[config.mk]
export PLATFORM = sky130hd
export DESIGN_NAME = button_events_flat
export DESIGN_NICKNAME = d
export VERILOG_FILES = /design/src/rtl/btn_pkg.sv /design/src/rtl/button_events_if.sv /design/src/rtl/edge_detect.sv /design/src/rtl/button_events.sv /design/src/flat_wrapper.sv
export SDC_FILE = /design/constraint.sdc
export NUM_CORES = 1
export LEC_CHECK = 0
export CORE_MARGIN = 10
export CORE_UTILIZATION = 52
export DETAILED_ROUTE_END_ITERATION = 7
export GPL_ROUTABILITY_DRIVEN = 0
export PLACE_DENSITY_LB_ADDON = 0.05
export SYNTH_ARGS = -nofsm -noshare
export SYNTH_HDL_FRONTEND = slang
export SYNTH_SLANG_ARGS = --single-unit
export TNS_END_PERCENT = 10
[constraint.sdc]
create_clock -name clk -period 2.5 [get_ports clk]
set_input_delay 0.5 -clock clk [delete_from_list [all_inputs] [get_ports clk]]
set_output_delay 0.5 -clock clk [all_outputs]
set_load 0.01 [all_outputs]
[src/rtl/btn_pkg.sv]
// btn_pkg: shared button state type, clock constant and cycle-count helper
package btn_pkg;
  typedef enum logic [1:0] {IDLE, PRESSED, LONG_HELD} btn_state_t;
  localparam int CLK_HZ = 50_000_000;
  function automatic int ms_to_cycles(input int ms);
    return (CLK_HZ / 1000) * ms;
  endfunction
endpackage

[src/rtl/button_events_if.sv]
// button_events_if: debounced level in, user-input events and press count out
interface button_events_if;
  logic       clean_in;
  logic       press_pulse;
  logic       release_pulse;
  logic       short_press;
  logic       long_press;
  logic       repeat_pulse;
  logic       held;
  logic [7:0] press_count;
  modport master (output clean_in, input press_pulse, release_pulse, short_press, long_press, repeat_pulse, held, press_count);
  modport slave (input clean_in, output press_pulse, release_pulse, short_press, long_press, repeat_pulse, held, press_count);
endinterface

[src/rtl/edge_detect.sv]
// edge_detect: rising-edge strobe; prev resets high so a level held through reset is not an edge
module edge_detect (
  input  logic clk,
  input  logic rst,
  input  logic d,
  output logic rise
);
  logic prev;
  always_ff @(posedge clk)
    prev <= rst ? 1'b1 : d;
  assign rise = d & ~prev;
endmodule

[src/rtl/button_events.sv]
// button_events: turns a debounced level into press/release/short/long/repeat pulses plus a press counter
module button_events
  import btn_pkg::*;
#(
  parameter int LONG_CYCLES   = ms_to_cycles(500),
  parameter int REPEAT_CYCLES = ms_to_cycles(100)
) (
  input logic clk,
  input logic rst,
  button_events_if.slave bus
);
  localparam int CNT_W = $clog2(LONG_CYCLES > REPEAT_CYCLES ? LONG_CYCLES : REPEAT_CYCLES);
  localparam logic [CNT_W-1:0] LONG_LAST = CNT_W'(LONG_CYCLES - 1);
  localparam logic [CNT_W-1:0] REP_LAST  = CNT_W'(REPEAT_CYCLES - 1);
  btn_state_t       state, state_n;
  logic [CNT_W-1:0] timer, timer_n;
  logic [7:0]       count_n;
  logic             rise, press_n, release_n, short_n, long_n, repeat_n;
  edge_detect u_edge (.clk(clk), .rst(rst), .d(bus.clean_in), .rise(rise));
  // release is tested first so it wins over a threshold reached on the same edge
  always_comb begin
    state_n   = state;
    timer_n   = timer;
    count_n   = bus.press_count;
    press_n   = 1'b0;
    release_n = 1'b0;
    short_n   = 1'b0;
    long_n    = 1'b0;
    repeat_n  = 1'b0;
    case (state)
      IDLE: if (rise) begin
        state_n = PRESSED;
        timer_n = '0;
        press_n = 1'b1;
        count_n = bus.press_count + 8'd1;
      end
      PRESSED: if (!bus.clean_in) begin
        state_n   = IDLE;
        release_n = 1'b1;
        short_n   = 1'b1;
      end else if (timer == LONG_LAST) begin
        state_n = LONG_HELD;
        timer_n = '0;
        long_n  = 1'b1;
      end else timer_n = timer + CNT_W'(1);
      LONG_HELD: if (!bus.clean_in) begin
        state_n   = IDLE;
        release_n = 1'b1;
      end else if (timer == REP_LAST) begin
        timer_n  = '0;
        repeat_n = 1'b1;
      end else timer_n = timer + CNT_W'(1);
      default: state_n = IDLE;
    endcase
  end
  always_ff @(posedge clk) begin
    if (rst) begin
      state             <= IDLE;
      timer             <= '0;
      bus.press_count   <= '0;
      bus.press_pulse   <= 1'b0;
      bus.release_pulse <= 1'b0;
      bus.short_press   <= 1'b0;
      bus.long_press    <= 1'b0;
      bus.repeat_pulse  <= 1'b0;
      bus.held          <= 1'b0;
    end else begin
      state             <= state_n;
      timer             <= timer_n;
      bus.press_count   <= count_n;
      bus.press_pulse   <= press_n;
      bus.release_pulse <= release_n;
      bus.short_press   <= short_n;
      bus.long_press    <= long_n;
      bus.repeat_pulse  <= repeat_n;
      bus.held          <= state_n != IDLE;
    end
  end
endmodule

[src/flat_wrapper.sv]
// flat-port wrapper written by rule: the top's interface ports become plain ports
module button_events_flat import btn_pkg::*;
#(
  parameter int LONG_CYCLES   = ms_to_cycles(500),
  parameter int REPEAT_CYCLES = ms_to_cycles(100)
)
  (clk, rst, bus_clean_in, bus_press_pulse, bus_release_pulse, bus_short_press, bus_long_press, bus_repeat_pulse, bus_held, bus_press_count);
  button_events_if bus_i ();
  input logic clk;
  input logic rst;
  input wire logic [$bits(bus_i.clean_in)-1:0] bus_clean_in;
  output wire logic [$bits(bus_i.press_pulse)-1:0] bus_press_pulse;
  output wire logic [$bits(bus_i.release_pulse)-1:0] bus_release_pulse;
  output wire logic [$bits(bus_i.short_press)-1:0] bus_short_press;
  output wire logic [$bits(bus_i.long_press)-1:0] bus_long_press;
  output wire logic [$bits(bus_i.repeat_pulse)-1:0] bus_repeat_pulse;
  output wire logic [$bits(bus_i.held)-1:0] bus_held;
  output wire logic [$bits(bus_i.press_count)-1:0] bus_press_count;
  assign bus_i.clean_in = bus_clean_in;
  assign bus_press_pulse = bus_i.press_pulse;
  assign bus_release_pulse = bus_i.release_pulse;
  assign bus_short_press = bus_i.short_press;
  assign bus_long_press = bus_i.long_press;
  assign bus_repeat_pulse = bus_i.repeat_pulse;
  assign bus_held = bus_i.held;
  assign bus_press_count = bus_i.press_count;
  button_events #(.LONG_CYCLES(LONG_CYCLES), .REPEAT_CYCLES(REPEAT_CYCLES)) u_core (.clk(clk), .rst(rst), .bus(bus_i));
endmodule
# Word-level counts from Yosys, hierarchy flattened

Index checks and enable logic that the tools add are counted.

Logic and storage cells: 52
Bits in registers: 42
Bits of input ports: 3
Output and inout port bits: 14

Equal/unequal tests: 7
Mux-type cells: 15
Add/subtract/negate cells: 2
Reduce and logical (&&, ||, !) cells: 11
Bitwise gates (word level): 7

Operators by type and width:

| cell                    | count |
|---|---|
| $mux W25                | 5 |
| $pmux W25 S3            | 1 |
| $add A25 B1 Y25 const B | 1 |
| $eq A25 B23 Y1 const B  | 1 |
| $eq A25 B25 Y1 const B  | 1 |
| $add A8 B1 Y8 const B   | 1 |
| $mux W2                 | 4 |
| $reduce_or A2 Y1        | 4 |
| $not A1 Y1              | 6 |
| $pmux W2 S3             | 1 |
| $reduce_or A3 Y1        | 2 |
| $mux W1                 | 4 |
| $ne A2 B2 Y1 const B    | 2 |
| $reduce_and A4 Y1       | 1 |
| $reduce_bool A3 Y1      | 1 |
| $eq A2 B1 Y1 const B    | 1 |
| $eq A2 B2 Y1 const B    | 1 |
| $logic_not A2 Y1        | 1 |
| $ne A2 B1 Y1 const B    | 1 |
| $reduce_and A2 Y1       | 1 |
| $reduce_bool A2 Y1      | 1 |
| $and A1 B1 Y1           | 1 |

# Depth between registers and ports, before layout

Gate-level depths: netlist (run 1).

Depth in word-level cells: 5
Gate-level depth with buffers: 8
Mapped depth without buffers: 7

# By module

Synthesis (run 1) repeated with hierarchy kept, for this count alone.

Cell total of the unflattened synthesis: 212
Area, all modules: 1971.9 um2

By module, submodules not included:

| module        | cells an instance | times used | area an instance (um2) | sequential area each (um2) |
|---|---|---|---|---|
| button_events | 209               | 1          | 1939.4                 | 820.8 |
| edge_detect   | 3                 | 1          | 32.5                   | 20.0 |

# Worst setup path after synthesis (run 1)

OpenSTA, ideal clock, no wires.

Kind: reg2reg
From: reg u_core.state[0]
To: reg u_core.timer[22]
Slack: 0.196 ns
Stages on the path, launching flop included: 9
Buffers on the path: 1
Clock period less this slack: 2.304 ns
Arrival time: 2.238 ns
Data required time: 2.434 ns
Setup time: 0.066 ns
Path through: dfxtp_1 -> inv_1 -> ha_1 -> o21ba_1 -> o21a_4 -> or4_4 -> buf_6 -> or4_4 -> a21oi_2

Cells in the longest elaborated chain, start to end: 3
Elaborated cells on any way between the ends: 9
Those cells by class: 5 x eq/ne; 1 x mux; 3 x reduce/logical

Ends and longest elaborated chain:

| element                                              | line                | source |
|---|---|---|
| start: declaration                                   | button_events.sv:15 | `btn_state_t state, state_n;` |
| start signal: assignment                             | button_events.sv:68 | `state <= state_n;` |
| $eq A2 B2 Y1, or another cell as far along           | button_events.sv:30 | `case (state)` |
| $ne A2 B2 Y1 (no line), or another cell as far along | -                   |  |
| $reduce_and A4 Y1 (no line)                          | -                   |  |
| end signal: assignment                               | button_events.sv:69 | `timer <= timer_n;` |
| end: declaration                                     | button_events.sv:16 | `logic [CNT_W-1:0] timer, timer_n;` |

Several ways; a longest one is shown, not always the timed one.
A chain may end at the register's enable or synchronous reset.

# Worst setup path in the final report (run 1)

From: in bus_clean_in
To: reg u_core.timer[24]

Cells in the longest elaborated chain, start to end: 3
Elaborated cells on any way between the ends: 5
Those cells by class: 3 x eq/ne; 1 x bitwise; 1 x reduce/logical

Ends and longest elaborated chain:

| element                       | line               | source |
|---|---|---|
| start: declaration            | flat_wrapper.sv:11 | `input wire logic [$bits(bus_i.clean_in)-1:0] bus_clean_in;` |
| $and A1 B1 Y1                 | edge_detect.sv:11  | `assign rise = d & ~prev;` |
| $ne A2 B1 Y1 (no line)        | -                  |  |
| $reduce_and A4 Y1 (no line) * | -                  |  |

Every way passes the cells marked *; elsewhere a longest branch is shown, timed or not.

==> flow_metrics.tcl, run 1 <==
set metrics [dict create \
    status "finished, final reports clean" \
    power_density_mw_per_mm2 486.3 \
    worstSetupEndpointType "flop" \
    synth_edf_count 0 \
    clock_skew_ps 7.858 \
    worst_setup_path_start_kind "primary input" \
    cts_sinks 42 \
    grt_antenna_before_repair 0 \
    maxSlewViolCount 0 \
    wl_microns 4689 \
    synthTopCellsByArea "dfxtp_1, nor2_1, xnor2_1" \
    max-cap-violations 0 \
    start_util 0.5313 \
    yosysWarnings 0 \
    hpwlAfterDp_microns 3497 \
    setup_viol 0 \
    hold_class "reg -> reg" \
    clock_path_buffers 2 \
    cp.buffers_inverters 1 \
    r2r-end "u_core.timer[24]" \
    cts_tree "yes" \
    synth_top_area_frac 0.4014 \
    die_area_sq_mm 0.006966 \
    io_pins 17 \
    cellLeakagePower_nw 0.8526 \
    cp_data_required_time_ps 2740 \
    synth_top_cell_by_area "dfxtp_1" \
    die_height_microns 83.47 \
    hold_viol_final 0 \
    syn_inst 249 \
    clkSlewWorstSetupHoldPaths_ps 80 \
    syn-cell-area_sq_mm 0.002095 \
    fmax_mhz 423.1 \
    ir_drop_mv 0.3406 \
    setup.worst_path.class "in -> reg" \
    via_per_inst 5.642 \
    async_reset_ff_frac 0 \
    cp_slowest_stage_delay_ps 540 \
    seq_area_frac_synth 0.4014 \
    cts_buffers 5 \
    ys_ff_latch 42 \
    grt_start_max_net_pins 21 \
    dr.pass1.iters 4 \
    postCtsHoldBufs 0 \
    worst_pin_slew_ps 538.1 \
    ys.flop_type "dfxtp_1" \
    endpoint "u_core.timer[24]" \
    post-route-drc-count 0 \
    synth_nets 258 \
    cts_resized 0 \
    grt_pass1_vias 1724 \
    reg2reg_slack_ps 180 \
    grtUsageTotal 0.1354 \
    critical-path-top-delay-family "simple AND/OR/NAND/NOR gates" \
    ant_nets 0 \
    avgSynthCellArea_sq_um 8.412 \
    nets 288 \
    cp.depth 6 \
    cp-startpoint "bus_clean_in" \
    yosysUniqueCellTypes 45 \
    grt_pass1_wl_microns 8121 \
    worstPathArrival_ps 2600 \
    drtIter0Drc 132 \
    areaGrowthSynthToFinish_pct 19.47 \
    place.port_buffers 16 \
    holdWs_ps 491.3 \
    rsz0062_at_grt "false" \
    num_antenna_cells 0 \
    slowest_stage "or4_4" \
    worstReg2RegStart "u_core.state[0]" \
    cp_max_fo 6 \
    cts_root_buf "clkbuf_8" \
    final_area_sq_mm 0.002502 \
    grt_overflow 0 \
    r2r_cells 7 \
    rows 23 \
    period_needed_ps 2364 \
    vias 1862 \
    post_cts_buffers 0 \
    place_area_sq_mm 0.002407 \
    layout-drive-gt1-share 0.1143 \
    die_w_microns 83.47 \
    wl_per_cell_microns 14.21 \
    path_cells "clkdlybuf4s50_1, o21ba_1, o21a_4, or4_4, or4_1, a21oi_1" \
    clk_latency_ps 300 \
    htree_levels 2 \
    coreArea_sq_mm 0.003943 \
    fin_crit_sh 0.9455 \
    slew_headroom 0.6381 \
]
==> flip-flops by register name, indices dropped and copies added (netlist names) <==
register,flops
u_core.u_edge.prev,1
u_core.timer,25
u_core.bus.press_pulse,1
u_core.bus.repeat_pulse,1
u_core.bus.long_press,1
u_core.bus.release_pulse,1
u_core.state,2
u_core.bus.press_count,8
u_core.bus.short_press,1
u_core.bus.held,1
==> stage by stage <==
stage                     std cells    util  setup slack, ps  setup TNS, ps  total power [mW]
after floorplan                 249       -            196.0              0            0.7329
after detailed placement        322  0.6106           -162.1          -1029            0.7712
after global placement          322  0.6106           -147.0         -797.8            0.7714
after global routing            330  0.6347            63.54              0             1.261
final                           330  0.6347            136.3              0             1.217
after CTS                       330  0.6347            148.7              0             1.228
==> cell usage after synthesis, types with 2 or more instances <==
cell      count
dfxtp_1      42
nor2_1       31
nand2_1      20
nand3_1      15
a21oi_1      12
inv_1        11
xnor2_1      11
o21ai_0      10
nor4_1        8
and3_1        7
nor3_1        7
or3_1         7
xor2_1        7
ha_1          6
nand4_1       6
clkbuf_1      5
o211ai_1      5
and4_1        4
o31ai_1       3
or4_1         3
a41oi_1       2
buf_2         2
or2_2         2
or4_4         2
==> worst min path at each step <==
stage | cells past startpoint | slack (ps) | startpoint | end
floorplan | 2 | 470 | u_core.timer[23] | u_core.timer[23]
global placement | 2 | 480 | u_core.bus.press_count[1] | u_core.bus.press_count[1]
detailed placement | 2 | 480 | u_core.bus.press_count[1] | u_core.bus.press_count[1]
CTS | 2 | 490 | u_core.bus.press_count[1] | u_core.bus.press_count[1]
global route | 2 | 530 | u_core.timer[23] | u_core.timer[23]
finish | 2 | 490 | u_core.bus.press_count[1] | u_core.bus.press_count[1]
==> layer usage <==
layer	track usage	vias up	routed length [microns]
met1	0.1720	858	2317
met2	0.2121	39	2076
met4	0.04566	0	57
met5	0	-	0
met3	0.04004	6	238
li1	-	959	-
==> cells by family after synthesis <==
group | share of synthesized area
AND/OR/NAND/NOR | 0.3076
flip-flops | 0.4014
XOR/XNOR | 0.07527
AO/OA/AOI/OAI | 0.1410
adder cells (fa/ha/maj) | 0.03584
buffers and inverters | 0.03883
==> power breakdown <==
part	leakage [nW]	switching, mW	internal (mW)
clock network	0.0472	0.240	0.222
logic	0.467	0.0438	0.0355
registers	0.339	0.00298	0.673
total	0.853	0.286	0.931
==> cells in the final DEF (no fill, tap or decap), drive strengths merged, types with 6 or more instances in the layout <==
cell / n
nand3: 15
and3: 7
clkdlybuf4s50: 16
nand4: 6
nor4: 9
dfxtp: 42
nor2: 31
a21oi: 13
nor3: 7
clkbuf: 6
o21ai: 10
buf: 15
xnor2: 11
ha: 6
or3: 7
xor2: 7
nand2: 20
inv: 11
==> tightest hold or removal path, cell delays in order, from the launching register on <==
cell     delay, ps
dfxtp_1        330
nand2_1         60
a21oi_1         50
==> cell type report <==
class	instances	area, sq um
clock buffers	6	82.58
clock inverters	2	12.51
fillers	363	1440
inverters	11	41.29
multi-input cells	188	1177
flip-flops and latches	42	840.8
well taps	50	62.56
repair buffers	31	285.3
No activity file was read; power rests on OpenSTA's default activity.
==> inputs of run 2 (changes only) <==
ABC_CLOCK_PERIOD_IN_PS = 2500   (was not set)
PLACE_DENSITY = 0.77   (was not set)
PLACE_DENSITY_LB_ADDON = not set   (was 0.05)
==> flow_metrics.tcl, run 2 (synthesis results as in run 1) <==
set metrics [dict create \
    slowest_stage "or4_4" \
    wl_microns 4513 \
    drtIter0Drc 130 \
    setup_ws_ps 136.3 \
    maxSlewViolCount 0 \
    via_per_inst 5.624 \
    cts_root_buf "clkbuf_8" \
    die_height_microns 83.47 \
    worst_setup_path_start_kind "flop" \
    ant_nets 0 \
    clock_path_buffers 2 \
    worstPathArrival_ps 2590 \
    slew_headroom 0.6318 \
    setup_viol 0 \
    io_pins 17 \
    vias 1856 \
    hold_viol_final 0 \
    cts_buffers 5 \
    die_area_sq_mm 0.006966 \
    coreArea_sq_mm 0.003943 \
    htree_levels 2 \
    largest_reg_flops 25 \
    final_common_cell "dfxtp_1" \
    layout-drive-gt1-share 0.1143 \
    instances_no_fill 330 \
    dp_slack_ps -103.9 \
    cts_sinks 42 \
    grt_start_max_net_pins 21 \
    fmax_mhz 423.1 \
    rsz0062_at_grt "false" \
    fin_crit_sh 0.9455 \
    grt_antenna_before_repair 0 \
    period_needed_ps 2364 \
    postCtsHoldBufs 0 \
    ir_drop_mv 0.2237 \
    worst_pin_slew_ps 547.3 \
    final_cell_mix "dfxtp_1, nor2_1, nand2_1" \
    post_cts_buffers 0 \
    grt_overflow 0 \
    hold_class "reg -> reg" \
    grt_pass1_wl_microns 8073 \
    start_util 0.5313 \
    cts_tree "yes" \
    clkSlewWorstSetupHoldPaths_ps 80 \
    top_register "u_core.timer" \
    wl_per_cell_microns 13.68 \
    cellLeakagePower_nw 0.8530 \
    cts_resized 0 \
    post-route-drc-count 0 \
    grt_pass1_vias 1710 \
    path_cells "inv_1, ha_1, o21ba_1, o21a_4, or4_4, or4_1, a21oi_1" \
    dr.pass1.iters 4 \
    cp_max_fo 8 \
    setup.worst_path.class "reg -> reg" \
    status "finished, final reports clean" \
    grtUsageTotal 0.1345 \
    cp_slowest_stage_delay_ps 560 \
    top_regs "u_core.timer x25, u_core.bus.press_count x8, u_core.state x2" \
    cp_data_required_time_ps 2730 \
    worstSetupEndpointType "flop" \
    num_antenna_cells 0 \
    power_density_mw_per_mm2 479.5 \
    nets 288 \
    areaGrowthSynthToFinish_pct 19.47 \
    max-cap-violations 0 \
    dp.cells 322 \
    die_w_microns 83.47 \
    hpwlAfterDp_microns 3375 \
    clock_skew_ps 4.045 \
    total_power_mw 1.200 \
    clk_latency_ps 290 \
    place.port_buffers 16 \
    rows 23 \
]
==> run 2: metrics by stage <==
step / instance area, sq um / hold WS, ps / util / TNS (ps)
after global placement: 2407 / 480.4 / 0.6106 / -160.8
after floorplan: 2095 / 466.8 / - / 0
final: 2502 / 505.9 / 0.6347 / 0
after detailed placement: 2407 / 496.1 / 0.6106 / -413.2
after CTS: 2502 / 507.2 / 0.6347 / 0
after global routing: 2502 / 537.8 / 0.6347 / 0
==> run 2: worst paths after layout <==
check,to,cells past startpoint,slack [ps],startpoint
max,u_core.timer[24],7,140,u_core.state[0]
min,u_core.bus.press_count[1],2,510,u_core.bus.press_count[1]
max reg2reg,u_core.timer[24],7,140,u_core.state[0]
min reg2reg,u_core.bus.press_count[1],2,510,u_core.bus.press_count[1]
==> run 2: per-layer routing <==
| metal | share of wire | vias to the layer above | track usage |
|---|---|---|---|
| met1 | 0.49 | 850 | 0.1790 |
| met5 | 0 | - | 0 |
| li1 | - | 954 | - |
| met4 | 0.016 | 0 | 0.05479 |
| met2 | 0.43 | 44 | 0.1994 |
| met3 | 0.059 | 8 | 0.03613 |
==> run 2: worst max-delay path, delay by kind of cell, from the launching register on <==
| kind | cells | cell delay, ps |
|---|---|---|
| flops | 1 | 390 |
| buf+inv | 1 | 80 |
| fa+ha+maj | 1 | 230 |
| simple gates | 2 | 1040 |
| compound gates | 3 | 560 |
==> run 2: power breakdown <==
group	switching, mW	internal, mW
Combinational	0.0434	0.0349
Clock	0.223	0.222
Sequential	0.00328	0.673
Total	0.270	0.930
==> run 2: layout make-up <==
class                   instances  area [sq um]
flip-flops and latches         42         840.8
fillers                       369          1440
multi-input cells             188          1177
inverters                      11         41.29
well taps                      50         62.56
clock inverters                 2         12.51
repair buffers                 31         285.3
clock buffers                   6         82.58
